`src/rtl/control_unit_fsm_pkg.sv`:
```
// Shared constants and types for the 19-bit CPU control unit.
package control_unit_fsm_pkg;

  localparam int unsigned OPCODE_SIZE = 5;

  localparam logic [OPCODE_SIZE-1:0] OP_LD   = 5'h10;
  localparam logic [OPCODE_SIZE-1:0] OP_ST   = 5'h11;
  localparam logic [OPCODE_SIZE-1:0] OP_JMP  = 5'h12;
  localparam logic [OPCODE_SIZE-1:0] OP_BEQ  = 5'h13;
  localparam logic [OPCODE_SIZE-1:0] OP_BNE  = 5'h14;
  localparam logic [OPCODE_SIZE-1:0] OP_HALT = 5'h1F;

  typedef logic [2:0] load_sel_t;

  localparam load_sel_t LS_PC   = 3'b000;
  localparam load_sel_t LS_IR   = 3'b001;
  localparam load_sel_t LS_REGA = 3'b010;
  localparam load_sel_t LS_REGB = 3'b011;
  localparam load_sel_t LS_REGC = 3'b100;

  localparam int unsigned FLAG_Z = 0;
  localparam int unsigned FLAG_C = 1;
  localparam int unsigned FLAG_N = 2;
  localparam int unsigned FLAG_V = 3;

  typedef enum logic [2:0] {
    CU_IDLE,
    CU_FETCH,
    CU_DECODE,
    CU_EXEC,
    CU_MEM_RD,
    CU_MEM_WR,
    CU_HALT
  } cu_state_t;

  typedef enum logic [2:0] {
    CL_NOP,
    CL_ALU,
    CL_LD,
    CL_ST,
    CL_JMP,
    CL_BR,
    CL_HALT
  } cu_class_t;

  typedef struct packed {
    logic      rd_en;
    logic      wr_en;
    logic      inc_pc;
    logic      load_reg;
    load_sel_t load_sel;
    logic      mode;
    logic      mux_a;
    logic      mux_b;
  } cu_ctrl_t;

endpackage

```
`src/rtl/control_unit_fsm_if.sv`:
```
// Control bus between the control unit (master) and the datapath/memory (slave).
interface control_unit_fsm_if;
  import control_unit_fsm_pkg::*;

  logic      RD_EN;
  logic      WR_EN;
  logic      INC_PC;
  logic      LOAD_REG;
  load_sel_t LOAD_SELECT;
  logic      MODE;
  logic      MUX_SELECT_A;
  logic      MUX_SELECT_B;
  logic      mem_ready;

  modport master (
    output RD_EN, WR_EN, INC_PC, LOAD_REG, LOAD_SELECT,
    output MODE, MUX_SELECT_A, MUX_SELECT_B,
    input  mem_ready
  );

  modport slave (
    input  RD_EN, WR_EN, INC_PC, LOAD_REG, LOAD_SELECT,
    input  MODE, MUX_SELECT_A, MUX_SELECT_B,
    output mem_ready
  );

endinterface

```
`src/rtl/control_unit_fsm_cu_decoder.sv`:
```
// Combinational opcode classifier: instruction class, ALU mode and operand selects.
module cu_decoder
  import control_unit_fsm_pkg::*;
(
  input  logic [OPCODE_SIZE-1:0] i_opcode,
  output cu_class_t              o_class,
  output logic                   o_mode,
  output logic                   o_mux_a,
  output logic                   o_mux_b,
  output logic                   o_br_eq
);

  always_comb begin
    o_class = CL_NOP;
    o_mode  = i_opcode[3];
    o_mux_a = i_opcode[0];
    o_mux_b = i_opcode[1];
    o_br_eq = (i_opcode == OP_BEQ);
    // 0x00-0x0F are all ALU ops; bit 3 splits arithmetic from logic
    if (!i_opcode[4]) begin
      o_class = CL_ALU;
    end else begin
      case (i_opcode)
        OP_LD:   o_class = CL_LD;
        OP_ST:   o_class = CL_ST;
        OP_JMP:  o_class = CL_JMP;
        OP_BEQ:  o_class = CL_BR;
        OP_BNE:  o_class = CL_BR;
        OP_HALT: o_class = CL_HALT;
        default: o_class = CL_NOP;
      endcase
    end
  end

endmodule

```
`src/rtl/control_unit_fsm.sv`:
```
// Fetch/decode/execute sequencer driving the control bus; all outputs registered
// from the next state, with a memory-wait timeout that faults into HALT.
module control_unit_fsm
  import control_unit_fsm_pkg::*;
#(
  parameter int unsigned MEM_TIMEOUT = 16
) (
  input  logic                   clk,
  input  logic                   rst_n,
  input  logic                   ENABLE,
  input  logic [OPCODE_SIZE-1:0] OPCODE,
  input  logic [3:0]             FLAGS,
  control_unit_fsm_if.master     bus,
  output logic                   halted,
  output logic                   fault
);

  localparam int unsigned CNT_W = $clog2(MEM_TIMEOUT + 1);

  cu_state_t               r_state, w_state_next;
  logic                    r_phase, w_phase_next;
  logic [CNT_W-1:0]        r_cnt, w_cnt_next, w_cnt_inc;
  logic [OPCODE_SIZE-1:0]  r_opcode, w_op_sel;
  logic [3:0]              r_flags, w_flags_sel;
  cu_ctrl_t                r_ctrl, w_ctrl;
  logic                    r_halted, w_halted_next;
  logic                    r_fault, w_fault_next;
  logic                    w_wait;
  logic                    w_taken;
  cu_state_t               w_boundary;
  cu_class_t               w_class;
  logic                    w_mode, w_mux_a, w_mux_b, w_br_eq;
  logic                    w_flags_unused;

  // EXEC outputs are computed on the DECODE->EXEC edge, before the IR copy lands
  assign w_op_sel    = (r_state == CU_DECODE) ? OPCODE : r_opcode;
  assign w_flags_sel = (r_state == CU_DECODE) ? FLAGS  : r_flags;
  assign w_taken     = w_br_eq ? w_flags_sel[FLAG_Z] : ~w_flags_sel[FLAG_Z];
  assign w_boundary  = ENABLE ? CU_FETCH : CU_IDLE;
  assign w_cnt_inc   = r_cnt + 1'b1;
  assign w_flags_unused = &{1'b0, w_flags_sel[FLAG_V], w_flags_sel[FLAG_N], w_flags_sel[FLAG_C]};

  cu_decoder u_dec (
    .i_opcode (w_op_sel),
    .o_class  (w_class),
    .o_mode   (w_mode),
    .o_mux_a  (w_mux_a),
    .o_mux_b  (w_mux_b),
    .o_br_eq  (w_br_eq)
  );

  always_comb begin
    w_state_next = r_state;
    w_phase_next = 1'b0;
    w_cnt_next   = '0;
    w_fault_next = r_fault;
    w_wait       = 1'b0;
    case (r_state)
      CU_IDLE:   if (ENABLE) w_state_next = CU_FETCH;
      CU_FETCH: begin
        if (r_phase)            w_state_next = CU_DECODE;
        else if (bus.mem_ready) w_phase_next = 1'b1;
        else                    w_wait       = 1'b1;
      end
      CU_DECODE: w_state_next = CU_EXEC;
      CU_EXEC: begin
        case (w_class)
          CL_LD:   w_state_next = CU_MEM_RD;
          CL_ST:   w_state_next = CU_MEM_WR;
          CL_HALT: w_state_next = CU_HALT;
          default: w_state_next = w_boundary;
        endcase
      end
      CU_MEM_RD: begin
        if (r_phase)            w_state_next = w_boundary;
        else if (bus.mem_ready) w_phase_next = 1'b1;
        else                    w_wait       = 1'b1;
      end
      CU_MEM_WR: begin
        if (bus.mem_ready) w_state_next = w_boundary;
        else               w_wait       = 1'b1;
      end
      CU_HALT:   w_state_next = CU_HALT;
      default:   w_state_next = CU_IDLE;
    endcase
    if (w_wait) begin
      if (w_cnt_inc == CNT_W'(MEM_TIMEOUT)) begin
        w_state_next = CU_HALT;
        w_fault_next = 1'b1;
      end else begin
        w_cnt_next = w_cnt_inc;
      end
    end
    w_halted_next = r_halted | (w_state_next == CU_HALT);
  end

  always_comb begin
    w_ctrl = '0;
    case (w_state_next)
      CU_FETCH: begin
        w_ctrl.load_sel = LS_IR;
        if (w_phase_next) begin
          w_ctrl.load_reg = 1'b1;
          w_ctrl.inc_pc   = 1'b1;
        end else begin
          w_ctrl.rd_en = 1'b1;
        end
      end
      CU_EXEC: begin
        case (w_class)
          CL_ALU: begin
            w_ctrl.mode     = w_mode;
            w_ctrl.mux_a    = w_mux_a;
            w_ctrl.mux_b    = w_mux_b;
            w_ctrl.load_sel = LS_REGA;
            w_ctrl.load_reg = 1'b1;
          end
          CL_JMP: begin
            w_ctrl.load_sel = LS_PC;
            w_ctrl.load_reg = 1'b1;
          end
          CL_BR: begin
            w_ctrl.load_sel = LS_PC;
            w_ctrl.load_reg = w_taken;
          end
          default: w_ctrl = '0;
        endcase
      end
      CU_MEM_RD: begin
        if (w_phase_next) begin
          w_ctrl.load_sel = LS_REGA;
          w_ctrl.load_reg = 1'b1;
        end else begin
          w_ctrl.rd_en = 1'b1;
        end
      end
      CU_MEM_WR: w_ctrl.wr_en = 1'b1;
      default:   w_ctrl = '0;
    endcase
  end

  always_ff @(posedge clk or negedge rst_n) begin
    if (!rst_n) begin
      r_state  <= CU_IDLE;
      r_phase  <= 1'b0;
      r_cnt    <= '0;
      r_opcode <= '0;
      r_flags  <= '0;
      r_ctrl   <= '0;
      r_halted <= 1'b0;
      r_fault  <= 1'b0;
    end else begin
      r_state  <= w_state_next;
      r_phase  <= w_phase_next;
      r_cnt    <= w_cnt_next;
      r_ctrl   <= w_ctrl;
      r_halted <= w_halted_next;
      r_fault  <= w_fault_next;
      if (r_state == CU_DECODE) begin
        r_opcode <= OPCODE;
        r_flags  <= FLAGS;
      end
    end
  end

  assign bus.RD_EN        = r_ctrl.rd_en;
  assign bus.WR_EN        = r_ctrl.wr_en;
  assign bus.INC_PC       = r_ctrl.inc_pc;
  assign bus.LOAD_REG     = r_ctrl.load_reg;
  assign bus.LOAD_SELECT  = r_ctrl.load_sel;
  assign bus.MODE         = r_ctrl.mode;
  assign bus.MUX_SELECT_A = r_ctrl.mux_a;
  assign bus.MUX_SELECT_B = r_ctrl.mux_b;
  assign halted           = r_halted;
  assign fault            = r_fault;

endmodule

```
`src/flat_wrapper.sv`:
```
// flat-port wrapper written by rule: the top's interface ports become plain ports
module control_unit_fsm_flat import control_unit_fsm_pkg::*;
#(
  parameter int unsigned MEM_TIMEOUT = 16
)
  (clk, rst_n, ENABLE, OPCODE, FLAGS, halted, fault, bus_RD_EN, bus_WR_EN, bus_INC_PC, bus_LOAD_REG, bus_LOAD_SELECT, bus_MODE, bus_MUX_SELECT_A, bus_MUX_SELECT_B, bus_mem_ready);
  control_unit_fsm_if bus_i ();
  input  logic clk;
  input  logic rst_n;
  input  logic ENABLE;
  input  logic [OPCODE_SIZE-1:0] OPCODE;
  input  logic [3:0] FLAGS;
  output logic halted;
  output logic fault;
  output wire logic [$bits(bus_i.RD_EN)-1:0] bus_RD_EN;
  output wire logic [$bits(bus_i.WR_EN)-1:0] bus_WR_EN;
  output wire logic [$bits(bus_i.INC_PC)-1:0] bus_INC_PC;
  output wire logic [$bits(bus_i.LOAD_REG)-1:0] bus_LOAD_REG;
  output wire logic [$bits(bus_i.LOAD_SELECT)-1:0] bus_LOAD_SELECT;
  output wire logic [$bits(bus_i.MODE)-1:0] bus_MODE;
  output wire logic [$bits(bus_i.MUX_SELECT_A)-1:0] bus_MUX_SELECT_A;
  output wire logic [$bits(bus_i.MUX_SELECT_B)-1:0] bus_MUX_SELECT_B;
  input wire logic [$bits(bus_i.mem_ready)-1:0] bus_mem_ready;
  assign bus_RD_EN = bus_i.RD_EN;
  assign bus_WR_EN = bus_i.WR_EN;
  assign bus_INC_PC = bus_i.INC_PC;
  assign bus_LOAD_REG = bus_i.LOAD_REG;
  assign bus_LOAD_SELECT = bus_i.LOAD_SELECT;
  assign bus_MODE = bus_i.MODE;
  assign bus_MUX_SELECT_A = bus_i.MUX_SELECT_A;
  assign bus_MUX_SELECT_B = bus_i.MUX_SELECT_B;
  assign bus_i.mem_ready = bus_mem_ready;
  control_unit_fsm #(.MEM_TIMEOUT(MEM_TIMEOUT)) u_core (.clk(clk), .rst_n(rst_n), .ENABLE(ENABLE), .OPCODE(OPCODE), .FLAGS(FLAGS), .bus(bus_i), .halted(halted), .fault(fault));
endmodule
```
`config.mk`:
```
export PLATFORM = sky130hd
export DESIGN_NAME = control_unit_fsm_flat
export DESIGN_NICKNAME = d
export VERILOG_FILES = /design/src/rtl/control_unit_fsm_pkg.sv /design/src/rtl/control_unit_fsm_if.sv /design/src/rtl/control_unit_fsm_cu_decoder.sv /design/src/rtl/control_unit_fsm.sv /design/src/flat_wrapper.sv
export SDC_FILE = /design/constraint.sdc
export NUM_CORES = 1
export LEC_CHECK = 0
export BUFFER_PORTS_ARGS = -buffer_cell sky130_fd_sc_hd__buf_2
export CAP_MARGIN = 20
export CORE_MARGIN = 2
export CORE_UTILIZATION = 54
export DETAILED_ROUTE_END_ITERATION = 8
export GPL_ROUTABILITY_DRIVEN = 0
export HOLD_SLACK_MARGIN = 0.1
export PLACE_DENSITY = 0.82
export SLEW_MARGIN = 20
export SYNTH_ARGS = -nofsm -noshare
export SYNTH_HDL_FRONTEND = slang
export SYNTH_SLANG_ARGS = --single-unit
```
`constraint.sdc`:
```
create_clock -name clk -period 1.9 [get_ports clk]
set_input_delay 0.095 -clock clk [delete_from_list [all_inputs] [get_ports clk]]
set_output_delay 0.095 -clock clk [all_outputs]
set_load 0.01 [all_outputs]
```
### Word-level counts from Yosys, hierarchy flattened

Cells that the tools add are included.

* logic and storage cells: 79
* bits of input ports: 13
* output and inout bits: 12
* bits in registers: 27

* $add $sub $neg: 1
* reduce and logical (&&, ||, !) cells: 5
* mux-type cells: 32
* equal/unequal tests: 24
* bitwise gates (word level): 2

Operators with widths (count)
* equality test 5 bit (second input constant): 7
* equality test 3 bit (second input constant): 9
* 2-to-1 mux 3 bit: 9
* case mux 4 bit (3 select lines): 2
* case mux 3 bit (7 select lines): 1
* equality test 3 x 2 -> 1 bit (second input constant): 5
* 2-to-1 mux 5 bit: 3
* case mux 3 bit (5 select lines): 1
* 2-to-1 mux 1 bit: 12
* equality test 3 x 1 -> 1 bit (second input constant): 3
* case mux 3 bit (3 select lines): 1
* OR reduction 2 bit: 3
* adder 5 x 1 -> 5 bit (second input constant): 1
* 2-to-1 mux 4 bit: 1
* zero test 3 bit: 1
* 2-to-1 mux 2 bit: 1
* case mux 1 bit (2 select lines): 1
* AND reduction 2 bit: 1
* NOT 1 bit: 1
* OR 1 bit: 1

### Longest topological paths before layout

* depth after elaboration: 14
* mapped depth: 8
* gate-level depth less buffers: 6

### By module

Synthesis repeated with hierarchy kept, for this count alone.

* cell total of the unflattened synthesis: 127
* area, all modules: 1325.0 um2

By module, submodules not included
* control_unit_fsm: cells an instance 111, sequential area each 650.6 um2, area each 1221.2 um2, instances 1
* cu_decoder: cells an instance 16, sequential area each 0.0 um2, area each 103.8 um2, instances 1

### Worst setup path before layout

OpenSTA, ideal clock, no wires.

* path type: reg-to-reg
* from: register u_core.r_state[2]
* to: register u_core.r_ctrl, in the netlist u_core.bus.RD_EN
* arrival time: 1.652 ns
* library setup time: 0.073 ns
* stages on the path, launching flop included: 8
* path buffers: 1
* clock period less this slack: 1.725 ns
* path slack: 0.175 ns
* required time: 1.827 ns
* cells stage by stage: dfrtp_1 buf_6 nor3b_4 mux2_2 a31oi_1 o21ai_2 nor3_2 a2bb2oi_2

RTL lines
* from (decl): RTL line control_unit_fsm.sv:20 `cu_state_t r_state, w_state_next;`
* from (signal assigned): RTL line control_unit_fsm.sv:153 `r_state <= w_state_next;`
* to (signal assigned): RTL line control_unit_fsm.sv:156 `r_ctrl <= w_ctrl;`
* to (decl): RTL line control_unit_fsm.sv:25 `cu_ctrl_t r_ctrl, w_ctrl;`

==> impl_results.md <==
* CTS H-tree depth at 1
* Yosys cell types at 52
* Measured slew at the worst slew-check pin at 564 ps
* Hold_ws at 234 ps
* Comb power frac at 0.490
* Seq/Total Area, Yosys at 0.466
* Nets at 176
* Fillcell total at 185
* Pre-Repair DR Iteration Count at 4
* RSZ-0062 raised after global routing: yes
* Max Clock Freq at 526 MHz
* Top_reg_cell synth: dfrtp_1
* FF+latch count, synth at 26
* Post-synth EDFFs at 0
* Count leader, synth: dfrtp_1
* Layout cells sized above 1 at 0.354
* Synth Net Count at 141
* CTS sink cnt at 26
* Setup Crit Path Kind: register to register
* Crit path time final at 1900 ps
* Avg Inst Size Synth at between 10 and 15 um^2
* Post-route ant nets at 0
* Synth top area cells: dfrtp_1, mux2_2, nor2_1, and2_1, a21oi_1
* Clock Latency Late Sink at 320 ps
* Core Area at 2450 um^2
* CP arrival at 2160 ps
* Num ports at 25
* Critical Path Start Type: register
* Status: completed
* Vias in the first global route at 993
* Switching Fraction at 0.395
* Final worst path period share at 1.00
* Starting DRT DRC Count at 37
* Layout Utilization at 0.683
* GR Overflow Total at 0
* GRT Total Usage at 0.213
* CTS clk-pin slew, worst paths at 150 ps
* P_int at around 1.4 mW
* Synth cell count leaders: dfrtp_1, nor2_1, a21oi_1, mux2_2, nand2_1
* Final WL at 3020 um
* Placed Instance Area at 1520 um^2
* Pin count of the biggest net entering global routing at 27
* Reg power frac at 0.387
* Worst VDD drop at between 1 and 1.5 mV
* Final setup violation count at 0
* Clk pwr share at 0.123
* Via count at between 1000 and 1500
* Final HPWL from detailed placement at 2000 um
* Psw at 0.915 mW
* Fin area at 1680 um^2
* Slew Limit Fails at 0
* Synth Cell Area at 1400 um^2
* Final Hold Viols at 0
* Crit path capture type: register
* YS warnings at 0
* Hold crit path type: primary input to register
* WL/cell at 15.8 um
* P per Cell Area at 1380 nW/um^2
* Max Cap Viol at 0
* CTS tree: done
* Worst-path maximum fanout at 5
* Row cnt at 18
* Layout area overhead at 20.0%
* Clock Root Buffer: clkbuf_4
* Total CTS buffers at 3
* Global-route wire length before repair at approximately 4500 um
* Post-route DRC at 0
* Relative slew margins at 0.624
* Static leakage at 0.751 nW
* Initial core utilization at 0.569
* Clock skew at 6.02 ps
* Async SR Flop Fraction at 1.00
* PortBufs at 20
* CTS max path bufs at 2
* Post-synth top area cell: dfrtp_1
* Gate count after technology mapping at around 130
* Initial antenna violation count at 0
* Vias per cell at 5.90
* Yosys top cell area share at 0.466
* Die width at 54.9 um
* Die area at roughly 3000 um^2
* Die height at 54.9 um
* WP data required at 2160 ps
* Diode count at 0
-- power groups by stage --
stage	Clock [mW]	Sequential [mW]	Combinational (mW)
after CTS	0.285	0.888	1.04
after global placement	0	0.892	0.982
after detailed placement	0	0.901	1.02
after floorplan	0	0.885	0.797
final	0.284	0.896	1.13
after global routing	0.313	0.924	1.22
-- cell families (layout without fill, tap and decap cells) --
| kind of cell | count (synthesis) | count (layout) | share of synthesized area |
|---|---|---|---|
| compound gates | 31 | 31 | 0.167 |
| xor+xnor | 3 | 3 | 0.0188 |
| fa+ha+maj | 1 | 1 | 0.00895 |
| buf+inv | 10 | 44 | 0.0439 |
| flops | 26 | 26 | 0.466 |
| mux | 8 | 8 | 0.0627 |
| other cells | 1 | 1 | 0.00268 |
| simple gates | 47 | 47 | 0.230 |
-- critical path: stages, from the launching register on --
cell,delay [ps]
dfrtp_1,510
nor2b_1,200
o21ai_1,140
o221ai_1,200
or3_4,440
a21oi_4,190
a2bb2oi_2,160
-- layout make-up --
type	count	area, um^2	share of cell area
multi-input cells	91	698	0.416
flip-flops and latches	26	652	0.389
inverters	5	18.8	0.0112
well taps	30	37.5	0.0224
repair buffers	35	234	0.140
clock buffers	4	36.3	0.0216
-- registers in the layout, indices dropped and copies added (netlist names), 2 cells and up --
signal and count:
u_core.r_opcode 5, u_core.r_cnt 5, u_core.r_state 3, u_core.bus.LOAD_SELECT 2
-- stage by stage --
stage | setup slack, ps | setup TNS [ps] | power [mW] | instances
final | 0.517 | 0 | 2.31 | 191
after global routing | -71.2 | -116 | 2.46 | 191
after CTS | 6.89 | 0 | 2.21 | 187
after detailed placement | 41.3 | 0 | 1.92 | 176
after global placement | 104 | 0 | 1.87 | 176
after floorplan | 175 | 0 | 1.68 | 127
-- worst paths after layout --
path                                           to  cells after the start  slack [ps]           start
worst max-delay path             u_core.bus.RD_EN                      6         0.5  u_core.r_phase
worst min-delay path             u_core.bus.RD_EN                      3         230   bus_mem_ready
worst max register to register   u_core.bus.RD_EN                      6         0.5  u_core.r_phase
worst min register to register      u_core.halted                      1         480   u_core.halted
max in group asynchronous       u_core.r_state[2]                      2        1220           rst_n
min in group asynchronous         u_core.bus.MODE                      2         270           rst_n
-- per-layer routing --
layer / track usage / routed length [um] / share of wire / up-vias
met1: 0.275 / 1320 / 0.44 / 554
met5: 0 / 0 / 0 / -
met3: 0.0273 / 147 / 0.049 / 8
met2: 0.349 / 1490 / 0.49 / 40
met4: 0.100 / 63 / 0.021 / 0
li1: - / - / - / 525
-- repair_timing --
item,in CTS,in global routing
setup buffers,0,4
resized for setup,0,4
endpoints found under the hold margin,34,0
endpoints found under the setup margin,0,3
hold buffers,7,0
-- cells in the final DEF (no fill, tap or decap), types with 3 or more instances in the layout --
cell,netlist,routed
mux2_2,6,6
clkbuf_4,0,3
nor2_1,9,9
buf_4,2,7
nor3b_1,3,3
buf_2,1,20
inv_1,5,5
o211ai_1,4,4
dlygate4sd3_1,0,7
nor2b_1,4,4
and2_1,5,5
nand2_1,6,6
dfrtp_1,26,25
o21ai_1,3,3
a21oi_1,6,6
No activity file was read; power rests on OpenSTA's default activity.
